`config.mk`:
```
export PLATFORM = sky130hd
export DESIGN_NAME = seq_pattern_tx
export DESIGN_NICKNAME = d
export VERILOG_FILES = /design/src/rtl/seq_pattern_tx.sv
export SDC_FILE = /design/constraint.sdc
export NUM_CORES = 1
export LEC_CHECK = 0
export CORE_ASPECT_RATIO = 0.7
export CORE_MARGIN = 2
export CORE_UTILIZATION = 50
export CTS_CLUSTER_DIAMETER = 60
export DETAILED_ROUTE_END_ITERATION = 10
export PLACE_DENSITY = 0.74
export RECOVER_POWER = 100
export SETUP_SLACK_MARGIN = 0.5
export SLEW_MARGIN = 10
export SYNTH_ARGS = -nofsm -noshare
export SYNTH_HDL_FRONTEND = slang
export SYNTH_SLANG_ARGS = --single-unit
```
`constraint.sdc`:
```
create_clock -name clk_i -period 2.7 [get_ports clk_i]
set_clock_uncertainty 0.2 [all_clocks]
set_input_delay 0.54 -clock clk_i [delete_from_list [all_inputs] [get_ports clk_i]]
set_output_delay 0.54 -clock clk_i [all_outputs]
set_load 0.005 [all_outputs]
```
`src/rtl/seq_pattern_tx.sv`:
```
// -----------------------------------------------------------------------------
// seq_pattern_tx
//   Serial pattern transmitter. On an accepted start it captures a PAT_W-bit
//   pattern and sends it MSB-first on dout_o, one bit per clock, repeat_n_i
//   times with gap_n_i idle cycles between repeats, then pulses done_o.
//
// Ports
//   clk_i        clock, all logic on the rising edge
//   reset_i      synchronous active-high reset (wins over start and abort)
//   start_i      burst request, accepted only while ready_o=1
//   abort_i      synchronous abort of a burst in progress
//   pattern_i    bits to send, MSB first, sampled on accept
//   repeat_n_i   number of pattern repeats, sampled on accept
//   gap_n_i      idle cycles between repeats, sampled on accept
//   ready_o      1 in IDLE only
//   busy_o       1 while shifting or in a gap
//   dout_o       serial data, 0 whenever dout_valid_o=0
//   dout_valid_o 1 while a pattern bit is on dout_o
//   done_o       one-cycle pulse after the last bit of a normal burst
// -----------------------------------------------------------------------------
module seq_pattern_tx #(
  parameter int PAT_W = 4,
  parameter int CNT_W = 8,
  parameter int GAP_W = 4
) (
  input  logic             clk_i,
  input  logic             reset_i,
  input  logic             start_i,
  input  logic             abort_i,
  input  logic [PAT_W-1:0] pattern_i,
  input  logic [CNT_W-1:0] repeat_n_i,
  input  logic [GAP_W-1:0] gap_n_i,
  output logic             ready_o,
  output logic             busy_o,
  output logic             dout_o,
  output logic             dout_valid_o,
  output logic             done_o
);

  localparam int BW = (PAT_W > 1) ? $clog2(PAT_W) : 1;
  localparam logic [BW-1:0] BIT_LAST = BW'(PAT_W - 1);

  typedef enum logic [1:0] {
    S_IDLE  = 2'd0,
    S_SHIFT = 2'd1,
    S_GAP   = 2'd2,
    S_DONE  = 2'd3
  } state_e;

  state_e             state_q, state_d;
  logic [PAT_W-1:0]   pat_q, pat_d;       // copy of the pattern for reloads
  logic [PAT_W-1:0]   shreg_q, shreg_d;
  logic [BW-1:0]      bit_cnt_q, bit_cnt_d;
  logic [CNT_W-1:0]   rep_left_q, rep_left_d;
  logic [GAP_W-1:0]   gap_ld_q, gap_ld_d;
  logic [GAP_W-1:0]   gap_cnt_q, gap_cnt_d;

  // Output registers are loaded from the next-state values so that every
  // output is a flop yet carries the same cycle timing as a state decode.
  logic ready_q, busy_q, dout_q, dout_valid_q, done_q;

  // Next-state logic for the FSM and its datapath counters.
  always_comb begin
    state_d    = state_q;
    pat_d      = pat_q;
    shreg_d    = shreg_q;
    bit_cnt_d  = bit_cnt_q;
    rep_left_d = rep_left_q;
    gap_ld_d   = gap_ld_q;
    gap_cnt_d  = gap_cnt_q;

    case (state_q)
      S_IDLE: begin
        // abort in IDLE does nothing but still blocks a simultaneous start
        if (start_i && !abort_i) begin
          pat_d      = pattern_i;
          shreg_d    = pattern_i;
          rep_left_d = repeat_n_i;
          gap_ld_d   = gap_n_i;
          bit_cnt_d  = BIT_LAST;
          if (repeat_n_i != {CNT_W{1'b0}}) begin
            state_d = S_SHIFT;
          end else begin
            state_d = S_DONE;
          end
        end else begin
          state_d = S_IDLE;
        end
      end

      S_SHIFT: begin
        if (abort_i) begin
          state_d = S_IDLE;
        end else begin
          shreg_d   = shreg_q << 1;
          bit_cnt_d = bit_cnt_q - BW'(1);
          if (bit_cnt_q == {BW{1'b0}}) begin
            // rep_left is never 0 here, so <=1 only guards against wrap
            if (rep_left_q <= CNT_W'(1)) begin
              state_d = S_DONE;
            end else begin
              rep_left_d = rep_left_q - CNT_W'(1);
              bit_cnt_d  = BIT_LAST;
              if (gap_ld_q == {GAP_W{1'b0}}) begin
                shreg_d = pat_q;
              end else begin
                state_d   = S_GAP;
                gap_cnt_d = gap_ld_q;
              end
            end
          end else begin
            state_d = S_SHIFT;
          end
        end
      end

      S_GAP: begin
        if (abort_i) begin
          state_d = S_IDLE;
        end else begin
          gap_cnt_d = gap_cnt_q - GAP_W'(1);
          // reload on the last gap cycle so the first bit follows immediately
          if (gap_cnt_q <= GAP_W'(1)) begin
            gap_cnt_d = {GAP_W{1'b0}};
            shreg_d   = pat_q;
            state_d   = S_SHIFT;
          end else begin
            state_d = S_GAP;
          end
        end
      end

      S_DONE: begin
        state_d = S_IDLE;
      end

      default: begin
        state_d = S_IDLE;
      end
    endcase
  end

  // State, datapath and output registers with synchronous reset.
  always_ff @(posedge clk_i) begin
    if (reset_i) begin
      state_q      <= S_IDLE;
      pat_q        <= {PAT_W{1'b0}};
      shreg_q      <= {PAT_W{1'b0}};
      bit_cnt_q    <= {BW{1'b0}};
      rep_left_q   <= {CNT_W{1'b0}};
      gap_ld_q     <= {GAP_W{1'b0}};
      gap_cnt_q    <= {GAP_W{1'b0}};
      ready_q      <= 1'b1;
      busy_q       <= 1'b0;
      dout_q       <= 1'b0;
      dout_valid_q <= 1'b0;
      done_q       <= 1'b0;
    end else begin
      state_q      <= state_d;
      pat_q        <= pat_d;
      shreg_q      <= shreg_d;
      bit_cnt_q    <= bit_cnt_d;
      rep_left_q   <= rep_left_d;
      gap_ld_q     <= gap_ld_d;
      gap_cnt_q    <= gap_cnt_d;
      ready_q      <= (state_d == S_IDLE);
      busy_q       <= (state_d == S_SHIFT) || (state_d == S_GAP);
      dout_q       <= (state_d == S_SHIFT) && shreg_d[PAT_W-1];
      dout_valid_q <= (state_d == S_SHIFT);
      done_q       <= (state_d == S_DONE);
    end
  end

  assign ready_o      = ready_q;
  assign busy_o       = busy_q;
  assign dout_o       = dout_q;
  assign dout_valid_o = dout_valid_q;
  assign done_o       = done_q;

endmodule

```
# --- Word-level counts from Yosys, hierarchy flattened ---
# Cells that the tools add are included.
classes:
  add_sub_neg: 3
  order_cmp: 2
  reduce_logical: 17
  n_mux: 34
  eq_ne: 13
ops:
  columns: ["operator", "count"]
  rows:
  - ["$mux W4", 13]
  - ["$mux W8", 4]
  - ["$mux W2", 12]
  - ["$pmux W8 S2", 1]
  - ["$ne A2 B2 Y1 const B", 7]
  - ["$pmux W4 S3", 1]
  - ["$reduce_and A5 Y1", 2]
  - ["$eq A2 B2 Y1 const B", 4]
  - ["$le A8 B1 Y1 const B", 1]
  - ["$pmux W2 S4", 1]
  - ["$pmux W4 S2", 1]
  - ["$reduce_bool A8 Y1", 1]
  - ["$sub A8 B1 Y8 const B", 1]
  - ["$logic_not A2 Y1", 3]
  - ["$reduce_and A6 Y1", 1]
  - ["$eq A2 B1 Y1 const B", 2]
  - ["$le A4 B1 Y1 const B", 1]
  - ["$logic_not A4 Y1", 1]
  - ["$pmux W2 S2", 1]
  - ["$reduce_bool A2 Y1", 2]
  - ["$sub A4 B1 Y4 const B", 1]
  - ["$reduce_and A3 Y1", 1]
  - ["$reduce_bool A3 Y1", 1]
  - ["$logic_and A1 B1 Y1", 2]
  - ["4 further kinds", 4]
word_totals:
  word_cells: 82
  reg_bits: 33

# --- Longest topological paths before layout ---
# Gate-level depths: netlist of run 1.
logic_depth:
  ltp_word: 8
  depth_mapped: 10
  ltp_nobuf: 10

# --- Worst setup path after synthesis of run 1 ---
# No wires, ideal clock.
synth_path:
  path_kind: "input to register"
  startpoint: "input abort_i"
  endpoint: "register dout_q (netlist: dout_o)"
  arrival_ns: 1.823
  path_stages: 8
  setup_time_ns: 0.125
  slack_ns: 0.552
  n_path_buf: 1
  required_time_ns: 2.375
  cell_sequence: "buf_4 > nor4b_2 > nand3_1 > o31ai_1 > a21oi_1 > ha_1 > nor2b_1 > nor3b_1"
synth_between:
  elab_chain_len: 6
  elab_cells_between_ends: 12
  cone_classes: "1 x eq/ne; 8 x mux; 3 x reduce/logical"
synth_rtl:
  columns: ["element", "line", "source"]
  rows:
  - ["from (decl)", "29", "input logic abort_i,"]
  - ["$logic_not A1 Y1", "75", "if (start_i && !abort_i) begin"]
  - ["$logic_and A1 B1 Y1", "75", null]
  - ["$mux W2", "75", null]
  - ["$pmux W2 S4", "72", "case (state_q)"]
  - ["$eq A2 B1 Y1", "168", "dout_q <= (state_d == S_SHIFT) && shreg_d[PAT_W-1];"]
  - ["$logic_and A1 B1 Y1 *", "168", null]
  - ["to (signal assigned)", "168", null]
  - ["to (decl)", "60", "logic ready_q, busy_q, dout_q, dout_valid_q, done_q;"]
# Mark *: on every way between the ends. The rest lies on a longest branch, timed or not. The select of a mux whose other input is x is not followed.
# A chain may end at the register's enable or synchronous reset.

# --- Final worst setup path of run 1 ---
layout_path:
  startpoint: "input start_i"
  endpoint: "register dout_q (netlist: dout_o)"
layout_between:
  elab_chain_len: 5
  elab_cells_between_ends: 7
  cone_classes: "1 x eq/ne; 4 x mux; 2 x reduce/logical"
layout_rtl:
  columns: ["element", "line", "source"]
  rows:
  - ["from (decl)", "28", "input logic start_i,"]
  - ["$logic_and A1 B1 Y1 *", "75", null]
  - ["$mux W2", "75", null]
  - ["$pmux W2 S4", "72", null]
  - ["$eq A2 B1 Y1", "168", null]
  - ["$logic_and A1 B1 Y1 *", "168", null]
# Marks and branches as above.

==> impl_metrics.json, run 1 <==
{
  "r2r_cells": 7,
  "layout-drive-gt1-share": 0.1481,
  "cts_made_buffers": 5,
  "arrival_ns": 2.34,
  "endpoint_kind": "flip-flop",
  "drcViolationCount": 0,
  "rows": 18,
  "grt_pass1_vias": 1451,
  "syn_area_sq_mm": 0.001769,
  "fmaxAchievable_ghz": 0.4203,
  "clkLatencyLatePin_ns": 0.28,
  "path_class": "input port to flip-flop",
  "synth_area_leaders": "dfxtp_1 37%, a21oi_1 7.4%, nand2_1 7.0%",
  "fp.dieH_um": 53.77,
  "ys.flop_type": "dfxtp_1",
  "dieArea_sq_mm": 0.004038,
  "drv_cap": 0,
  "min_to": "pat_q[1]",
  "grt_pass1_wl_um": 6989,
  "place.gp.congestion": 0.8904,
  "syn-num-nets": 236,
  "cts_root_buffer": "clkbuf_8",
  "synth_top_area_share": 0.3734,
  "async_flop_share": 0,
  "cp-startpoint": "start_i",
  "place_ws_ns": 0.09238,
  "min_from": "pat_q[1]",
  "vias": 1657,
  "diodes": 0,
  "avgSynthCellArea_sq_um": 8.425,
  "p_leak_nw": 0.8146,
  "dp_hpwl_um": 2994,
  "core_sq_mm": 0.003446,
  "ir_drop_v": 0.0003896,
  "min_path_cells": 2,
  "final_nets": 268,
  "routed_via_density": 5.655,
  "place_area_sq_mm": 0.002079,
  "synth_cell_types": 46,
  "wl_um": 4209,
  "final-hold-violation-count": 0,
  "fillers": 303,
  "holdWs_ns": 0.2573,
  "finalSetupViolations": 0,
  "ys_ff_latch": 33,
  "wl_per_cell_um": 14.37,
  "yosysWarnings": 0,
  "drtIter0Drc": 139,
  "dieWidth_um": 75.10,
  "utilization": 0.6427,
  "area_delta_synth_final_pct": 25.18,
  "track_usage": 0.2367,
  "final.setup.tns_ns": 0,
  "ys_seq_area_frac": 0.3734,
  "clockBufferDepth": 2,
  "ios": 25,
  "post-synth-top-area-cell": "dfxtp_1",
  "netlist_instances": 210,
  "max_slew_margin": 0.4521,
  "critPathMaxFanout": 13,
  "r2r-start": "gap_cnt_q[0]",
  "overflow": 0,
  "synth_edf_count": 0,
  "cts.sinks": 33,
  "maxSlewViolCount": 0,
  "status": "finished clean",
  "antenna_found_initial": 0,
  "r2r-end": "dout_o",
  "worst_ep_required_time_ns": 2.66,
  "finalCriticalPeriod_ns": 2.379,
  "postCtsHoldBufs": 0,
  "stdcell_area_sq_mm": 0.002215,
  "period_share": 0.8812,
  "first_pass_iters": 4,
  "rsz0062_at_grt": "yes",
  "cts_tree": "done",
  "worstSetupStartpointType": "input port",
  "power.density_mw_per_mm2": 542.4,
  "grt_start_max_net_pins": 22,
  "fin_ws_ns": 0.3208,
  "detail-route-antenna-nets": 0,
  "worst_pin_slew_ns": 0.8143,
  "hold_path.class": "flip-flop to flip-flop",
  "htree_levels": 2,
  "r2r_slack_ns": 0.37,
  "synth_common_cells": "33 x dfxtp_1, 33 x nand2_1, 26 x a21oi_1, 13 x nor2_1, 13 x nor3_1",
  "portBuffers": 24,
  "clk_pin_slew_ns": 0.07,
  "start_util": 0.5134
}
-- logic make-up (layout without fill, tap and decap cells) --
family          after synthesis  after routing  share of synthesized area
compound gates               63             63                     0.2673
xor+xnor                      2              2                   0.009903
fa+ha+maj                     6              6                    0.04243
buf+inv                      20             53                    0.04879
flops                        33             33                     0.3734
mux                           2              2                    0.01202
simple gates                 84             84                     0.2461
-- worst max-delay path, cell delays in order --
cell	delay [ns]
dlygate4sd3_1	0.58
nor4b_4	0.16
buf_6	0.17
a221o_1	0.37
a221oi_1	0.42
nor3b_1	0.11
-- stage by stage --
step | std cells | power (W)
detailed placement | 282 | 0.0007959
finish | 293 | 0.001201
floorplan | 210 | 0.0007140
global route | 293 | 0.001258
CTS | 292 | 0.001217
global placement | 282 | 0.0007936
-- cell usage in the layout, fill, tap and decap left out, types with 2 or more instances in the layout --
cell	n
dfxtp_1	31
dlygate4sd3_1	7
nand2b_1	3
nand3_1	2
inv_1	10
clkdlybuf4s50_1	16
nor2_1	12
nor2b_1	3
nor4_1	3
dfxtp_2	2
nor3_1	12
a221oi_1	5
a32o_1	2
clkbuf_8	7
a211oi_1	7
buf_4	6
clkbuf_1	3
a21oi_1	25
nor3b_1	2
ha_1	5
nand2_1	33
o21ai_0	8
-- metal layers --
metal / track usage / up-vias / wire (um)
met5: 0 / - / 0
met4: 0.08631 / 0 / 46
met3: 0.05805 / 9 / 256
met2: 0.3187 / 49 / 1739
met1: 0.3594 / 775 / 2166
li1: - / 824 / -
-- flip-flops by register name (all words and copies together), names as in the netlist --
name	count
gap_cnt_q	4
bit_cnt_q	2
rep_left_q	8
dout_o	1
gap_ld_q	4
done_o	1
pat_q	4
dout_valid_o	1
shreg_q	4
ready_o	1
busy_o	1
state_q	2
-- worst max path at each step --
stage	to	cells after the start
5_1_grt	shreg_q[3]	7
6_report	dout_o	6
3_5_place_dp	rep_left_q[2]	6
4_1_cts	rep_left_q[2]	6
2_1_floorplan	dout_o	8
3_3_place_gp	rep_left_q[2]	6
-- power breakdown --
group / internal, W / switching [W] / leakage (nW)
registers: 0.000517 / 0.0000264 / 0.270
logic: 0.000117 / 0.000133 / 0.490
clock network: 0.000230 / 0.000178 / 0.0542
total: 0.000864 / 0.000338 / 0.815
-- what timing repair did --
item | CTS | global route
endpoints found under the hold margin | 0 | 0
setup buffers | 2 | 1
resized for setup | 7 | 15
pin swaps | 1 | 5
endpoints found under the setup margin | 9 | 11
cloned | 0 | 0
-- layout make-up --
class / instances / area [sq um] / share of cell area
Tap cell: 50 / 62.56 / 0.02825
Timing Repair Buffer: 34 / 306.5 / 0.1384
Sequential cell: 33 / 663.1 / 0.2994
Inverter: 11 / 41.29 / 0.01864
Multi-Input combinational cell: 157 / 1040 / 0.4695
Clock inverter: 1 / 5.005 / 0.002260
Clock buffer: 7 / 96.34 / 0.04350
Note: power is estimated with default switching activity, not from simulation.
==> inputs of run 2 (changes only) <==
- CORE_ASPECT_RATIO: 0.7 -> unset
- GPL_TIMING_DRIVEN: unset -> 0
- clock period: 2.7 -> 2.84 ns (I/O delays scaled with it)
==> impl_metrics.json, run 2 (same netlist as run 1, synthesis figures left out) <==
{
  "core_sq_mm": 0.003363,
  "regMostFlops": "rep_left_q",
  "critical_path.slowest_cell": "o211ai_1",
  "critPathMaxFanout": 8,
  "dieWidth_um": 63.49,
  "cts_tree": "done",
  "min_to": "pat_q[1]",
  "first_pass_iters": 4,
  "layout-drive-gt1-share": 0.1193,
  "p_leak_nw": 0.7889,
  "worstSetupStartpointType": "flip-flop",
  "vias": 1665,
  "rows": 21,
  "r2r_slack_ns": 0.44,
  "routed_via_density": 5.761,
  "min_from": "pat_q[1]",
  "r2r-start": "rep_left_q[1]",
  "utilization": 0.6421,
  "r2r-end": "rep_left_q[2]",
  "clockBufferDepth": 2,
  "clkLatencyLatePin_ns": 0.34,
  "diodes": 0,
  "wl_per_cell_um": 14.00,
  "r2r_cells": 7,
  "grt_pass1_wl_um": 6900,
  "portBuffers": 23,
  "worst_ep_required_time_ns": 2.87,
  "met1_length_um": 1960,
  "cts_made_buffers": 5,
  "antenna_found_initial": 0,
  "final.setup.tns_ns": 0,
  "ios": 25,
  "grt_pass1_vias": 1487,
  "min_path_cells": 2,
  "cts_root_buffer": "clkbuf_4",
  "place_area_sq_mm": 0.002057,
  "fp.dieH_um": 63.49,
  "detail-route-antenna-nets": 0,
  "fillers": 327,
  "finalSetupViolations": 0,
  "rsz0062_at_grt": "yes",
  "track_usage": 0.2187,
  "clk_pin_slew_ns": 0.09,
  "final-hold-violation-count": 0,
  "max_stage_delay_ns": 0.41,
  "layout_commonest_cell": "nand2_1",
  "postCtsHoldBufs": 0,
  "cts.sinks": 33,
  "met2_length_um": 1779,
  "ir_drop_v": 0.0003180,
  "endpoint_kind": "flip-flop",
  "worstPathCellList": "inv_1 > ha_1 > o211ai_1 > clkbuf_1 > a31o_1 > o21ai_0 > a31o_2",
  "wl_um": 4046,
  "stdcell_area_sq_mm": 0.002160,
  "drtIter0Drc": 86,
  "power.density_mw_per_mm2": 514.4,
  "maxSlewViolCount": 0,
  "seq_area_sq_um": 661.9,
  "drcViolationCount": 0,
  "grt_start_max_net_pins": 11,
  "overflow": 0,
  "dieArea_sq_mm": 0.004030,
  "multi_input_area_sq_mm": 0.001027,
  "drv_cap": 0,
  "period_share": 0.8442,
  "finalCriticalPeriod_ns": 2.397,
  "max_slew_margin": 0.4591,
  "arrival_ns": 2.43,
  "final_nets": 268,
  "start_util": 0.5260,
  "area_delta_synth_final_pct": 22.06,
  "htree_levels": 2,
  "layout_common_cells": "33 x nand2_1, 32 x dfxtp_1, 25 x a21oi_1, 16 x clkdlybuf4s50_1, 12 x nor2_1",
  "place.gp.congestion": 0.8268,
  "wl_met3_um": 218,
  "fmaxAchievable_ghz": 0.4171,
  "status": "finished clean",
  "worst_pin_slew_ns": 0.8039,
  "hold_path.class": "flip-flop to flip-flop",
  "dp_hpwl_um": 2890,
  "largest_reg_flops": 8,
  "top_layer": "met4",
  "path_class": "flip-flop to flip-flop"
}
[run 2: cell count changes in the layout (fill, tap and decap cells not counted), moves of 2 or more]
cell,change
clkbuf_4,+6
buf_2,+2
clkbuf_1,+3
clkbuf_8,-6
buf_4,-4
[run 2: worst max-delay path: cells and delay by family (launching register included)]
family                   cells  cell delay [ns]
adder cells (fa/ha/maj)      1             0.24
flip-flops                   1             0.40
buffers and inverters        2             0.29
AO/OA/AOI/OAI                4             1.16
[run 2: per-layer routing]
| layer | up-vias | GRT usage |
|---|---|---|
| met1 | 785 | 0.3019 |
| met5 | - | 0 |
| met3 | 10 | 0.06071 |
| met2 | 45 | 0.3092 |
| met4 | 0 | 0.1114 |
| li1 | 825 | - |
[run 2: what timing repair did]
item / 4_1_cts / 5_1_grt
pin swaps: 0 / 1
gates resized for setup: 2 / 8
setup endpoints to repair: 2 / 5
setup buffers: 0 / 2
cloned: 0 / 0
[run 2: through the flow]
step	std cells	setup slack [ns]	hold WS [ns]	total power (W)
floorplan	210	0.6638	0.2361	0.0006788
detailed placement	279	0.1526	0.2522	0.0007527
global route	289	0.2687	0.2972	0.001175
global placement	279	0.1326	0.2444	0.0007494
CTS	287	0.5074	0.2674	0.001119
finish	289	0.4426	0.2629	0.001111
[run 2: worst max path at each step]
stage	from	end	slack, ns	cells after the start
2_1_floorplan	abort_i	dout_o	0.66	8
3_3_place_gp	start_i	dout_o	0.13	8
3_5_place_dp	start_i	dout_o	0.15	8
4_1_cts	rep_left_q[0]	dout_o	0.51	9
5_1_grt	rep_left_q[1]	dout_o	0.27	8
6_report	rep_left_q[1]	rep_left_q[2]	0.44	7
[run 2: area by class of cell]
class | count | area share
Timing Repair Buffer | 25 | 0.1118
Tap cell | 46 | 0.02665
Clock buffer | 7 | 0.02549
Buffer | 9 | 0.02086
Multi-Input combinational cell | 157 | 0.4757
Clock inverter | 1 | 0.01390
Inverter | 11 | 0.01912
Sequential cell | 33 | 0.3065
[run 2: where the power goes]
part / internal [W] / switching, W
registers: 0.000491 / 0.0000242
logic: 0.000106 / 0.000124
clock network: 0.000210 / 0.000156
total: 0.000807 / 0.000304
